===== src/rtl/shift_register_debounced.sv =====
`default_nettype none
// +---------------------------------------------------------------------------+
// | shift_register_debounced                                                  |
// | Universal shift register (hold/left/right/load) stepped once per debounced|
// | push-button press, with per-bit seven-segment display and press LED.     |
// | Optional macro: ROTATE_EN adds a rotate input for circular shifts.        |
// | Revision: 1.0                                                             |
// +---------------------------------------------------------------------------+
module shift_register_debounced #(
    parameter int WIDTH           = 4,
    parameter int DEBOUNCE_CYCLES = 50000,
    parameter int CNT_W           = 16
) (
    input  logic                 clk,
    input  logic                 rst_n,
    input  logic                 push_button_n,
    input  logic [1:0]           mode,
    input  logic                 serial_left,
    input  logic                 serial_right,
`ifdef ROTATE_EN
    input  logic                 rotate,
`endif
    input  logic [WIDTH-1:0]     load_data,
    output logic [WIDTH-1:0]     data_q,
    output logic [7*WIDTH-1:0]   hex,
    output logic                 led,
    output logic [CNT_W-1:0]     step_count
);

    localparam int                c_db_w      = $clog2(DEBOUNCE_CYCLES + 1);
    localparam logic [c_db_w-1:0] c_db_reload = c_db_w'(DEBOUNCE_CYCLES - 1);
    localparam logic [c_db_w-1:0] c_db_one    = c_db_w'(1);
    localparam logic [6:0]        c_seg_zero  = 7'b0000001;
    localparam logic [6:0]        c_seg_one   = 7'b1001111;

    typedef enum logic [1:0] {
        S_IDLE         = 2'd0,
        S_PRESS_WAIT   = 2'd1,
        S_PRESSED      = 2'd2,
        S_RELEASE_WAIT = 2'd3
    } state_t;

    logic               r_sync1;
    logic               r_sync2;
    logic [1:0]         r_sync_vld;
    logic               r_armed;
    state_t             r_state;
    logic [c_db_w-1:0]  r_cnt;
    logic               r_step;
    logic               r_led;
    logic [WIDTH-1:0]   r_data;
    logic [CNT_W-1:0]   r_step_count;
    logic [7*WIDTH-1:0] r_hex;
    logic [7*WIDTH-1:0] w_hex_next;
    logic               w_btn_low;
    logic               w_left_in;
    logic               w_right_in;

    // The button only arms once a genuine released level has passed the
    // synchroniser, so a button held through reset cannot produce a step.
    always_ff @(posedge clk or negedge rst_n) begin
        if (!rst_n) begin
            r_sync1    <= 1'b1;
            r_sync2    <= 1'b1;
            r_sync_vld <= 2'b00;
            r_armed    <= 1'b0;
        end else begin
            r_sync1    <= push_button_n;
            r_sync2    <= r_sync1;
            r_sync_vld <= {r_sync_vld[0], 1'b1};
            if (r_sync_vld[1] && r_sync2) begin
                r_armed <= 1'b1;
            end
        end
    end

    assign w_btn_low = ~r_sync2;

    always_ff @(posedge clk or negedge rst_n) begin
        if (!rst_n) begin
            r_state <= S_IDLE;
            r_cnt   <= '0;
            r_step  <= 1'b0;
            r_led   <= 1'b0;
        end else begin
            r_step <= 1'b0;
            case (r_state)
                S_IDLE: begin
                    if (w_btn_low && r_armed) begin
                        r_cnt   <= c_db_reload;
                        r_state <= S_PRESS_WAIT;
                    end
                end
                S_PRESS_WAIT: begin
                    if (!w_btn_low) begin
                        r_state <= S_IDLE;
                    end else if (r_cnt == c_db_one) begin
                        r_state <= S_PRESSED;
                        r_step  <= 1'b1;
                        r_led   <= 1'b1;
                    end else begin
                        r_cnt <= r_cnt - c_db_one;
                    end
                end
                S_PRESSED: begin
                    if (!w_btn_low) begin
                        r_cnt   <= c_db_reload;
                        r_state <= S_RELEASE_WAIT;
                    end
                end
                S_RELEASE_WAIT: begin
                    if (w_btn_low) begin
                        r_state <= S_PRESSED;
                    end else if (r_cnt == c_db_one) begin
                        r_state <= S_IDLE;
                        r_led   <= 1'b0;
                    end else begin
                        r_cnt <= r_cnt - c_db_one;
                    end
                end
                default: begin
                    r_state <= S_IDLE;
                end
            endcase
        end
    end

`ifdef ROTATE_EN
    assign w_left_in  = rotate ? r_data[WIDTH-1] : serial_left;
    assign w_right_in = rotate ? r_data[0]       : serial_right;
`else
    assign w_left_in  = serial_left;
    assign w_right_in = serial_right;
`endif

    always_ff @(posedge clk or negedge rst_n) begin
        if (!rst_n) begin
            r_data       <= '0;
            r_step_count <= '0;
        end else if (r_step) begin
            case (mode)
                2'b01:   r_data <= {r_data[WIDTH-2:0], w_left_in};
                2'b10:   r_data <= {w_right_in, r_data[WIDTH-1:1]};
                2'b11:   r_data <= load_data;
                default: r_data <= r_data;
            endcase
            r_step_count <= r_step_count + CNT_W'(1);
        end
    end

    generate
        for (genvar gi = 0; gi < WIDTH; gi++) begin : g_hex
            assign w_hex_next[7*gi +: 7] = r_data[gi] ? c_seg_one : c_seg_zero;
        end
    endgenerate

    always_ff @(posedge clk or negedge rst_n) begin
        if (!rst_n) begin
            r_hex <= {WIDTH{c_seg_zero}};
        end else begin
            r_hex <= w_hex_next;
        end
    end

    assign data_q     = r_data;
    assign hex        = r_hex;
    assign led        = r_led;
    assign step_count = r_step_count;

endmodule
`default_nettype wire


===== config.mk =====
export PLATFORM = sky130hd
export DESIGN_NAME = shift_register_debounced
export DESIGN_NICKNAME = d
export VERILOG_FILES = /design/src/rtl/shift_register_debounced.sv
export SDC_FILE = /design/constraint.sdc
export NUM_CORES = 1
export LEC_CHECK = 0
export CORE_ASPECT_RATIO = 0.75
export CORE_MARGIN = 4
export CORE_UTILIZATION = 56
export DETAILED_ROUTE_END_ITERATION = 8
export DONT_BUFFER_PORTS = 1
export HOLD_SLACK_MARGIN = 0.03
export PLACE_DENSITY = 0.74
export SLEW_MARGIN = 30
export SYNTH_ARGS = -nofsm -noshare
export SYNTH_HDL_FRONTEND = slang
export SYNTH_SLANG_ARGS = --single-unit

===== constraint.sdc =====
create_clock -name clk -period 2.45 [get_ports clk]
set_clock_uncertainty 0.2 [all_clocks]
set_input_delay 0.6125 -clock clk [delete_from_list [all_inputs] [get_ports clk]]
set_output_delay 0.6125 -clock clk [all_outputs]
set_load 0.01 [all_outputs]

==> summary.md <==
| Metric | Value |
|---|---|
| Vias in the first global route | `1605` |
| Register area | `1230 um2` |
| RSZ-0062 raised after global routing | `true` |
| Share of power burned in registers | `roughly 58%` |
| PD cells | `between 500 and 600 nW/um2` |
| Synth top area share | `slightly below 50%` |
| Dominant cells by area after synthesis | `dfrtp_1, buf_4, xnor2_1` |
| Pre-antenna DRT Iters | `4` |
| Ports | `60` |
| Hold/Removal Path Class | `in2reg` |
| Grt ovf | `0` |
| Pins Over Slew Limit | `0` |
| Post-route ant nets | `0` |
| Pre-CTS WS | `-0.252 ns` |
| Post-synthesis cell count | `~240` |
| Top Layer Used | `met4` |
| P_sw | `between 300 and 400 uW` |
| Multi-input logic area | `a little over 1000 um2` |
| Core footprint | `4100 um2` |
| Max-cap violations | `0` |
| Area grow syn2layout | `7.07%` |
| DRC viols | `0` |
| Commonest register cell after synthesis | `dfrtp_1` |
| Number of synthesized flops with an enable pin | `0` |
| Most Frequent Cell on Critical Path | `or4_4` |
| H-tree depth | `2` |
| CTS Sinks | `49` |
| Fraction of layout cells with a size suffix above 1 | `~17%` |
| CTS clock-pin slew for the worst setup and hold paths | `~0.080 ns` |
| CP Class | `reg2reg` |
| Metal3 WL | `~310 um` |
| Worst setup SP type | `flop` |
| Clock Path Buffers | `2` |
| Filler cells | `around 350` |
| Synth warn | `0` |
| Min Tclk post-route | `~2.6 ns` |
| TritonCTS clock tree | `yes` |
| Comb pwr share | `7.1%` |
| Leak | `about 1.1 nW` |
| Final setup violating endpoints | `3` |
| Worst EP arrival | `2.61 ns` |
| Critical-path cell list | `or4_4, or4_4, or4_4, o21ai_2, or3b_1` |
| Cell Area, Synth | `about 2400 um2` |
| Violated checks | `setup timing` |
| Worst skew pair latency | `0.29 ns` |
| Number of cell rows | `20` |
| Total track usage | `17.1%` |
| Die Height | `around 65 um` |
| First-pass GRT wire length | `7410 um` |
| Status | `finished, violations left` |
| Total CTS buffers | `5` |
| Yosys cell types | `47` |
| Antenna violations before repair | `0` |
| Initial DRC Count | `109` |
| Pint | `between 1 and 1.5 mW` |
| Worst Path Required | `2.43 ns` |
| Vias/cell | `about 5.5` |
| WL final | `about 4400 um` |
| Largest net degree at the start of global routing | `50` |
| Met2 wire length | `1980 um` |
| WL met1 | `between 2000 and 2500 um` |
| CP max stage cell | `or4_4` |
| Yosys reg bits | `49` |
| Worst vdd ir | `around 0.00035 V` |
| CP Max Fanout | `6` |
| Fraction of the cycle the final worst path needs | `107%` |
| Vias | `about 1.7k` |
| Switching share of power | `around 22%` |
| IO buf count | `0` |
| Number of diodes | `0` |
| WL/cell | `between 10 and 15 um` |
| Post-DP HPWL | `between 3000 and 4000 um` |
| Final WS setup | `-0.181 ns` |
| Die Width | `approximately 84 um` |
| Final hold violations | `0` |
| Sequential fraction of the synthesis area | `approximately half` |
| Fmax | `~380 MHz` |
| Post-layout nets | `roughly 260` |
| Post-synth top area cell | `dfrtp_1` |
| Die ar. | `5460 um2` |
| Root Buffer | `clkbuf_8` |
| Gpl congestion | `about 0.8` |
| Part of the power in the clock network | `a little over a third` |
| Starting density of the core | `just under 60%` |
| Post-synth ARST share | `100%` |
| Setup_tns | `-0.440 ns` |
| Syn avg cell area | `between 10 and 15 um2` |
| CP Capture Type | `flop` |
| CP max stage delay | `between 0.5 and 0.6 ns` |
[placed cells by master (no fill, tap or decap), drive strengths merged, types with 2 or more instances in the layout]
master / Yosys / routed
inv: 8 / 8
clkbuf: 1 / 7
nand2: 12 / 12
xor2: 7 / 7
o21ai: 11 / 11
mux2: 3 / 3
nand4: 5 / 5
mux2i: 2 / 2
a21oi: 10 / 10
dfstp: 2 / 2
conb: 2 / 13
buf: 27 / 16
or2: 3 / 3
and4: 2 / 2
or3: 7 / 7
nor4b: 2 / 2
ha: 3 / 3
o211ai: 2 / 2
xnor2: 13 / 13
or3b: 2 / 2
or4: 4 / 4
dfrtp: 47 / 47
a21o: 2 / 2
o22ai: 3 / 3
nand3b: 2 / 2
nor2: 19 / 19
nor3: 10 / 10
nand3: 12 / 12
a211oi: 3 / 3
and3: 2 / 2
[layout make-up]
cell class / count / area share [%]
Sequential cell: 49 / 47.3
Multi-Input combinational cell: 164 / 39.2
Timing Repair Buffer: 17 / 5.78
Clock buffer: 7 / 3.71
Tap cell: 55 / 2.65
Inverter: 8 / 1.16
Clock inverter: 1 / 0.193
[kinds of logic after synthesis]
group	after synthesis	synth area share, %
buffers and inverters	36	9.39
muxes	5	2.22
other	2	0.310
xor gates and xnor gates	20	7.22
AOI/OAI and AO/OA	38	9.54
adders and majority gates	3	1.55
and+or+nand+nor	85	19.1
DFF	49	50.6
[Yosys cell counts (all sizes together), types with 4 or more instances]
cell type,n
xor2,7
xnor2,13
nand3,12
buf,27
nor2,19
nand4,5
dfrtp,47
nand2,12
or4,4
inv,8
a21oi,10
o21ai,11
nor3,10
or3,7
[layer usage]
| layer | vias to the layer above | GRT usage [%] |
|---|---|---|
| met5 | - | 0 |
| met4 | 0 | 5.02 |
| met3 | 3 | 5.59 |
| met2 | 48 | 26.2 |
| met1 | 804 | 23.4 |
| li1 | 808 | - |
[state kept, by name (all words and copies together) (netlist names), named ones only]
register and cells:
r_cnt 16, step_count 16, data_q 4, hex 4, r_sync_vld 2, led 1
r_armed 1, r_state 1, r_step 1, r_sync1 1, r_sync2 1
[power groups by stage]
stage               combinational, mW  clock (mW)  sequential, mW
floorplan                      0.0598           0           0.850
global placement               0.0747           0           0.847
detailed placement             0.0760           0           0.848
CTS                             0.100       0.526           0.832
global route                    0.114       0.557           0.833
finish                          0.102       0.505           0.832
[metrics by stage]
step	utilization (%)	power [mW]	std cells	hold WS (ns)	area, um2
after global placement	59.4	0.922	289	0.119	2440
after CTS	62.8	1.46	299	0.0904	2580
after global routing	63.3	1.50	301	0.0840	2600
final	63.3	1.44	301	0.104	2600
after detailed placement	59.4	0.924	289	0.119	2440
after floorplan	-	0.909	249	0.117	2470
[critical path, delay by kind of cell (launching register included)]
family	cells	cell delay [ns]
flops	1	0.39
simple gates	4	1.79
compound gates	1	0.13
[what timing repair did]
action,in CTS,in global routing
setup endpoints to repair,3,5
hold buffers,2,0
gates resized for setup,1,2
endpoints found under the hold margin,49,0
pin swaps,0,1
gates cloned,0,0
buffers inserted,0,2
[path summary, 6_finish.rpt]
kind / from / end / slack (ns) / cells after the start
setup / recovery: r_cnt[5]$_DFFE_PN0P_ / r_cnt[15]$_DFFE_PN0P_ / -0.18 / 5
hold / removal: push_button_n / r_sync1$_DFF_PN1_ / 0.10 / 0
setup reg to reg: r_cnt[5]$_DFFE_PN0P_ / r_cnt[15]$_DFFE_PN0P_ / -0.18 / 5
hold reg to reg: r_sync1$_DFF_PN1_ / r_sync2$_DFF_PN1_ / 0.16 / 0
max in group asynchronous: rst_n / r_sync2$_DFF_PN1_ / 1.19 / 2
min in group asynchronous: rst_n / r_cnt[2]$_DFFE_PN0P_ / 0.60 / 2
Note: power is estimated with default switching activity, not from simulation.
